<file path="src/rtl/booth_mult.sv">
// Sequential radix-2 Booth signed multiplier; the A+/-M step is performed by an
// external addsub instance wired to the add_* ports and read back via add_result.
module booth_mult #(
  parameter int dw = 8
) (
  input  logic              clk,
  input  logic              reset_n,
  input  logic              start,
  input  logic [dw-1:0]     multiplicand,
  input  logic [dw-1:0]     multiplier,
  output logic              busy,
  output logic              done,
  output logic [2*dw-1:0]   product,
  output logic [dw:0]       add_a,
  output logic [dw:0]       add_b,
  output logic              add_sub,
  input  logic [dw:0]       add_result
);

  localparam int CW = $clog2(dw + 1);

  typedef enum logic [1:0] {IDLE, CALC, DONE} state_t;

  state_t              state_q, state_d;
  logic [dw:0]         a_q, a_d;
  logic [dw-1:0]       q_q, q_d;
  logic                q1_q, q1_d;
  logic [dw-1:0]       m_q, m_d;
  logic [CW-1:0]       cnt_q, cnt_d;
  logic [2*dw-1:0]     prod_q, prod_d;
  logic [dw:0]         sum;

  always_ff @(posedge clk) begin
    if (!reset_n) begin
      state_q <= IDLE;
      a_q     <= '0;
      q_q     <= '0;
      q1_q    <= 1'b0;
      m_q     <= '0;
      cnt_q   <= '0;
      prod_q  <= '0;
    end else begin
      state_q <= state_d;
      a_q     <= a_d;
      q_q     <= q_d;
      q1_q    <= q1_d;
      m_q     <= m_d;
      cnt_q   <= cnt_d;
      prod_q  <= prod_d;
    end
  end

  always_comb begin
    state_d = state_q;
    a_d     = a_q;
    q_d     = q_q;
    q1_d    = q1_q;
    m_d     = m_q;
    cnt_d   = cnt_q;
    prod_d  = prod_q;
    sum     = a_q;

    case (state_q)
      IDLE: begin
        if (start) begin
          a_d     = '0;
          q_d     = multiplier;
          q1_d    = 1'b0;
          m_d     = multiplicand;
          cnt_d   = '0;
          state_d = CALC;
        end
      end
      CALC: begin
        case ({q_q[0], q1_q})
          2'b01, 2'b10: sum = add_result;
          default:      sum = a_q;
        endcase
        // Arithmetic shift of {sum, Q, Q_1}: the old Q_1 falls off the end.
        {a_d, q_d, q1_d} = {sum[dw], sum, q_q};
        cnt_d = cnt_q + 1'b1;
        if (cnt_q == CW'(dw - 1)) begin
          prod_d  = {a_d[dw-1:0], q_d};
          state_d = DONE;
        end
      end
      DONE:    state_d = IDLE;
      default: state_d = IDLE;
    endcase
  end

  assign busy    = (state_q == CALC);
  assign done    = (state_q == DONE);
  assign product = prod_q;
  assign add_a   = a_q;
  assign add_b   = {m_q[dw-1], m_q};
  assign add_sub = !((state_q == CALC) && ({q_q[0], q1_q} == 2'b10));

endmodule
</file>
<file path="config.mk">
export PLATFORM = sky130hd
export DESIGN_NAME = booth_mult
export DESIGN_NICKNAME = d
export VERILOG_FILES = /design/src/rtl/booth_mult.sv
export SDC_FILE = /design/constraint.sdc
export NUM_CORES = 1
export LEC_CHECK = 0
export BUFFER_PORTS_ARGS = -buffer_cell sky130_fd_sc_hd__buf_2
export CAP_MARGIN = 20
export CORE_MARGIN = 2
export CORE_UTILIZATION = 45
export CTS_CLUSTER_SIZE = 25
export DETAILED_ROUTE_END_ITERATION = 8
export GPL_TIMING_DRIVEN = 0
export PLACE_DENSITY_LB_ADDON = 0.05
export SETUP_SLACK_MARGIN = 0.02
export SKIP_CTS_REPAIR_TIMING = 1
export SLEW_MARGIN = 15
export SYNTH_ARGS = -nofsm -noshare
export SYNTH_HDL_FRONTEND = slang
export SYNTH_SLANG_ARGS = --single-unit
</file>
<file path="constraint.sdc">
create_clock -name clk -period 2.6 [get_ports clk]
set_clock_uncertainty 0.1 [all_clocks]
set_input_delay 0.26 -clock clk [delete_from_list [all_inputs] [get_ports clk]]
set_output_delay 0.26 -clock clk [all_outputs]
set_load 0.01 [all_outputs]
</file>
After elaboration in Yosys (flattened, before gate mapping)
Index checks and enable logic that the tools add are counted.
{ "word_totals": {"ff_bits": 48, "in_bits": 28} }
{ "classes": {"reduce_logical": 9, "eq_ne": 7, "mux": 12, "add_sub_neg": 1} }
{ "op_table": {"columns": ["cell", "n"], "rows": [
  ["$mux W9", 2],
  ["$pmux W9 S2", 1],
  ["$pmux W8 S2", 1],
  ["$mux W8", 1],
  ["$pmux W4 S2", 1],
  ["$reduce_and A2 Y1", 4],
  ["$add A4 B1 Y4 const B", 1],
  ["$eq A2 B1 Y1 const B", 2],
  ["$eq A2 B2 Y1 const B", 2],
  ["$eq A4 B3 Y1 const B", 1],
  ["$mux W2", 2],
  ["$mux W4", 1],
  ["$pmux W2 S2", 1],
  ["$logic_not A2 Y1", 1],
  ["$ne A2 B1 Y1 const B", 1],
  ["$ne A2 B2 Y1 const B", 1],
  ["$pmux W1 S2", 1],
  ["$reduce_bool A2 Y1", 1],
  ["$reduce_or A2 Y1", 1],
  ["$logic_and A1 B1 Y1", 1],
  ["$logic_not A1 Y1", 1],
  ["$mux W1", 1]
]} }

Logic depth before layout (Yosys ltp)
{ "logic_depth": {"depth_word": 4, "ltp_mapped": 7, "mapped_depth_nobuf": 5} }

Worst setup path before layout
OpenSTA, ideal clock, no wires.
{ "synth_path": {"path_kind": "flip-flop to flip-flop", "startpoint": "reg q1_q", "endpoint": "reg a_q[6] (netlist: add_a[6])", "synth_period_minus_slack_ns": 1.598, "required_ns": 2.372, "path_buffers": 1, "setup_time_ns": 0.128, "path_slack_ns": 1.002, "t_arrival_ns": 1.371, "path_stages_with_launch": 7, "path_cell_list": "dfxtp_1 -> inv_1 -> ha_1 -> buf_2 -> mux2_2 -> a22oi_1 -> nor2_1"} }
{ "synth_between": {"elab_chain_len": 4, "word_cells_on_any_way": 5, "cone_classes": "eq/ne: 2; mux: 2; reduce/logical: 1"} }
{ "synth_rtl": {"columns": ["item", "line_no", "source"], "rows": [
  ["from (decl)", "27", "logic q1_q, q1_d;"],
  ["from (signal assigned)", "46", "q1_q <= q1_d;"],
  ["$eq A2 B2 Y1 / $eq A2 B1 Y1 (equally long branches)", "75", "case ({q_q[0], q1_q})"],
  ["$reduce_or A2 Y1 *", "75", null],
  ["$mux W9 *", "75", null],
  ["$pmux W9 S2 *", "63", "case (state_q)"],
  ["to (signal assigned)", "36", "a_q <= '0;"],
  ["to (signal assigned)", "44", "a_q <= a_d;"],
  ["to (decl)", "25", "logic [dw:0] a_q, a_d;"]
]} }
Mark *: on every way between the ends. The rest lies on a longest branch, timed or not.
A chain may end at the register's enable or synchronous reset.

Worst setup path after layout
{ "layout_path": {"startpoint": "reg state_q[1]", "endpoint": "out add_sub"} }
{ "layout_between": {"elab_chain_len": 3} }
{ "layout_rtl": {"columns": ["item", "line_no", "source"], "rows": [
  ["from (decl)", "24", "state_t state_q, state_d;"],
  ["from (signal assigned)", "43", "state_q <= state_d;"],
  ["$eq A2 B1 Y1", "97", "assign add_sub = !((state_q == CALC) && ({q_q[0], q1_q} == 2'b10));"],
  ["$logic_and A1 B1 Y1", "97", null],
  ["$logic_not A1 Y1", "97", null],
  ["to (decl)", "16", "output logic add_sub,"]
]} }
Every way passes these cells.

==> results.toml <==
[cts]
cts-root-buf = "clkbuf_8"
cts_sinks = 47
clockBufferDepth = 2
path_clk_slew_ns = 0.08
h-tree-depth = 2
numCtsBuffers = 5
clk_latency_ns = 0.29
cts_tree = "yes"

[drt]
drtIter0Drc = 74
antenna_left = 0
drc = 0
routed_via_density = 5.07
wl_um = 4230
dr.pass1.iters = 4
avgRoutedWirePerCell_um = 13.3
vias = 1612

[final_layout]
fill_cells = 400
stdcell_count = 318
nets = 297
antenna_cells = 0
drive_above_1_share_pct = 35.8
area_growth_pct = 25.4
seqCellArea_um2 = 941
multi_input_area_um2 = 843

[power_and_ir_drop]
powerDensity_mw_per_mm2 = 591
vdd_drop_max_v = 0.000312
p_leak_nw = 1.11

[setup_path]
worstSetupStartpointType = "flip-flop"
path_max_fanout = 10
rr_startpoint = "q1_q"
r2r_end = "q_q[7]"
path_class = "reg2out"
cp.arrival_ns = 1.51
crit_required_ns = 2.24
critPathLaunch = "state_q[1]"
rr_worst_depth = 6
worst-r2r-setup-slack_ns = 0.86
endpoint_kind = "output pin"

[synth]
syn-num-nets = 226
synth_top_family_by_area = "compound AO/OA/AOI/OAI gates"
yosys-top-cells-area = "dfxtp_1, a21oi_1, nand2_1"
synth_compound_area_share_pct = 24.1
muxShareOfSynthArea_pct = 4.47
synth-xor-area-share_pct = 0
post_synth_inst_count = 196
synthAdderAreaFrac_pct = 1.31
post_synth_num_cell_types = 37
netlist.area_leader.share_pct = 49.4
syn_area_mm2 = 0.00190
yosysSeqAreaShare_pct = 49.4
synth.avg_cell_area_um2 = 9.71
yosysWarnings = 0
synth_seq_cells = 47
synth_top_cell_by_area = "dfxtp_1"
synthSimpleGateAreaFrac_pct = 14.5

[global_route]
grt_pass1_wl_um = 7000
grt_overflow_total = 0
grt_max_degree = 14
grt_usage_pct = 18.1
grt_pass1_vias = 1461
antenna_found_initial = 0

[die]
dieArea_mm2 = 0.00477
core_mm2 = 0.00403
io-pin-count = 65
start_util_pct = 47.2
std_cell_rows = 23
dieWidth_um = 69.0
die_h_um = 69.0

[timing]
min_period_over_period_pct = 71.8
grt_setup_unrepaired = "false"
tightest_slew_ns = 0.477
max_freq_mhz = 536
slew_violations = 0
setup_viol = 0
period_needed_ns = 1.87
maxSlewHeadroom_pct = 68.1
fin_setup_tns_ns = 0
hold_violations = 0

[min_path]
min_to = "m_q[4]"
hold_depth = 3
hold_class = "in2reg"
min_from = "multiplicand[4]"

[run]
cap_violations = 0

[status]
status = "finished clean"

[placed_design]
place_inst = 310
hpwl_um = 3000
place_congestion = 0.718
port_buffers = 64
## Yosys cell counts
cell type,n
dfxtp_1,47
nand2_1,29
a21oi_1,27
a22o_1,11
o21ai_0,9
o2bb2ai_1,8
nor2_1,6
buf_2,5
buf_6,5
a22oi_1,4
and2_1,4
mux2_2,4
mux2i_1,4
nand3_1,4
buf_4,2
clkbuf_1,2
ha_1,2
inv_1,2
inv_2,2
nor2b_1,2
a211oi_1,1
a211oi_2,1
a21oi_4,1
a31oi_1,1
and3b_1,1
nand2b_1,1
nand2b_4,1
nand3_4,1
nand3b_1,1
nor3_1,1
nor3b_2,1
o211a_1,1
o21a_1,1
o21ba_2,1
o21bai_2,1
or3_1,1
or3b_1,1
## per-layer routing
metal  part of all wire, %  GRT usage, %  up-vias
met1                    49          25.0      726
met5                     0             0        -
met2                    43          26.8       48
met4                  0.57          6.54        0
met3                   6.8          5.41        2
li1                      -             -      836
## final cells by class
type / instances / area share, %
plain buffers: 14 / 4.35
clock buffers: 8 / 4.20
inverters: 4 / 0.629
multi-input cells: 131 / 35.3
flip-flops and latches: 47 / 39.4
well taps: 50 / 2.62
repair buffers: 64 / 13.4
## worst max-delay path, cell delays in order, from the launching register on
cell and delay, ns:
dfxtp_1 0.45, nand2b_4 0.22, inv_2 0.08, buf_6 0.15, buf_6 0.14, nand2_1 0.07, buf_2 0.12
## cells by family (layout without fill, tap and decap cells)
logic type               Yosys count  count (layout)
multiplexers                       8               8
AO/OA/AOI/OAI                     67              67
flip-flops                        47              47
adder cells (fa/ha/maj)            2               2
AND/OR/NAND/NOR                   54              54
buffers and inverters             18              90
## through the flow
stage | power [mW] | instance area (um^2) | utilization [%] | hold slack, ns | setup WS, ns
after floorplan | 0.892 | 1900 | - | 0.294 | 1.00
after global placement | 0.956 | 2290 | 56.7 | 0.342 | 0.867
after detailed placement | 0.957 | 2290 | 56.7 | 0.343 | 0.851
after CTS | 1.43 | 2390 | 59.2 | 0.0885 | 0.721
after global routing | 1.48 | 2390 | 59.2 | 0.0914 | 0.605
final | 1.41 | 2390 | 59.2 | 0.0938 | 0.734
## worst max path at each step
stage                          end  cells after the start
after detailed placement    q_q[7]                      6
after CTS                  add_sub                      6
after global placement      q_q[7]                      6
after global routing       add_sub                      6
after floorplan           add_a[6]                      6
final                      add_sub                      6
## report_power, final
group	internal [mW]	switching, mW
clock	0.243	0.229
combinational	0.0776	0.0985
sequential	0.745	0.0179
## state kept, by name, summed over array words and instances (netlist names)
| name | cells |
|---|---|
| product | 16 |
| add_a | 8 |
| m_q | 8 |
| q_q | 8 |
| cnt_q | 4 |
| state_q | 2 |
| q1_q | 1 |
## cells in the final DEF (no fill, tap or decap), drive strengths merged, types with 2 or more instances in the layout
cell     count
a211oi       2
o21ai        9
o2bb2ai      8
clkbuf      10
nor2b        2
ha           2
and2         4
inv          4
mux2i        4
nand2b       2
buf         76
nand3        5
nor2         6
a22oi        4
nand2       29
dfxtp       47
a22o        11
a21oi       28
mux2         4
No activity file was read; power rests on OpenSTA's default activity.
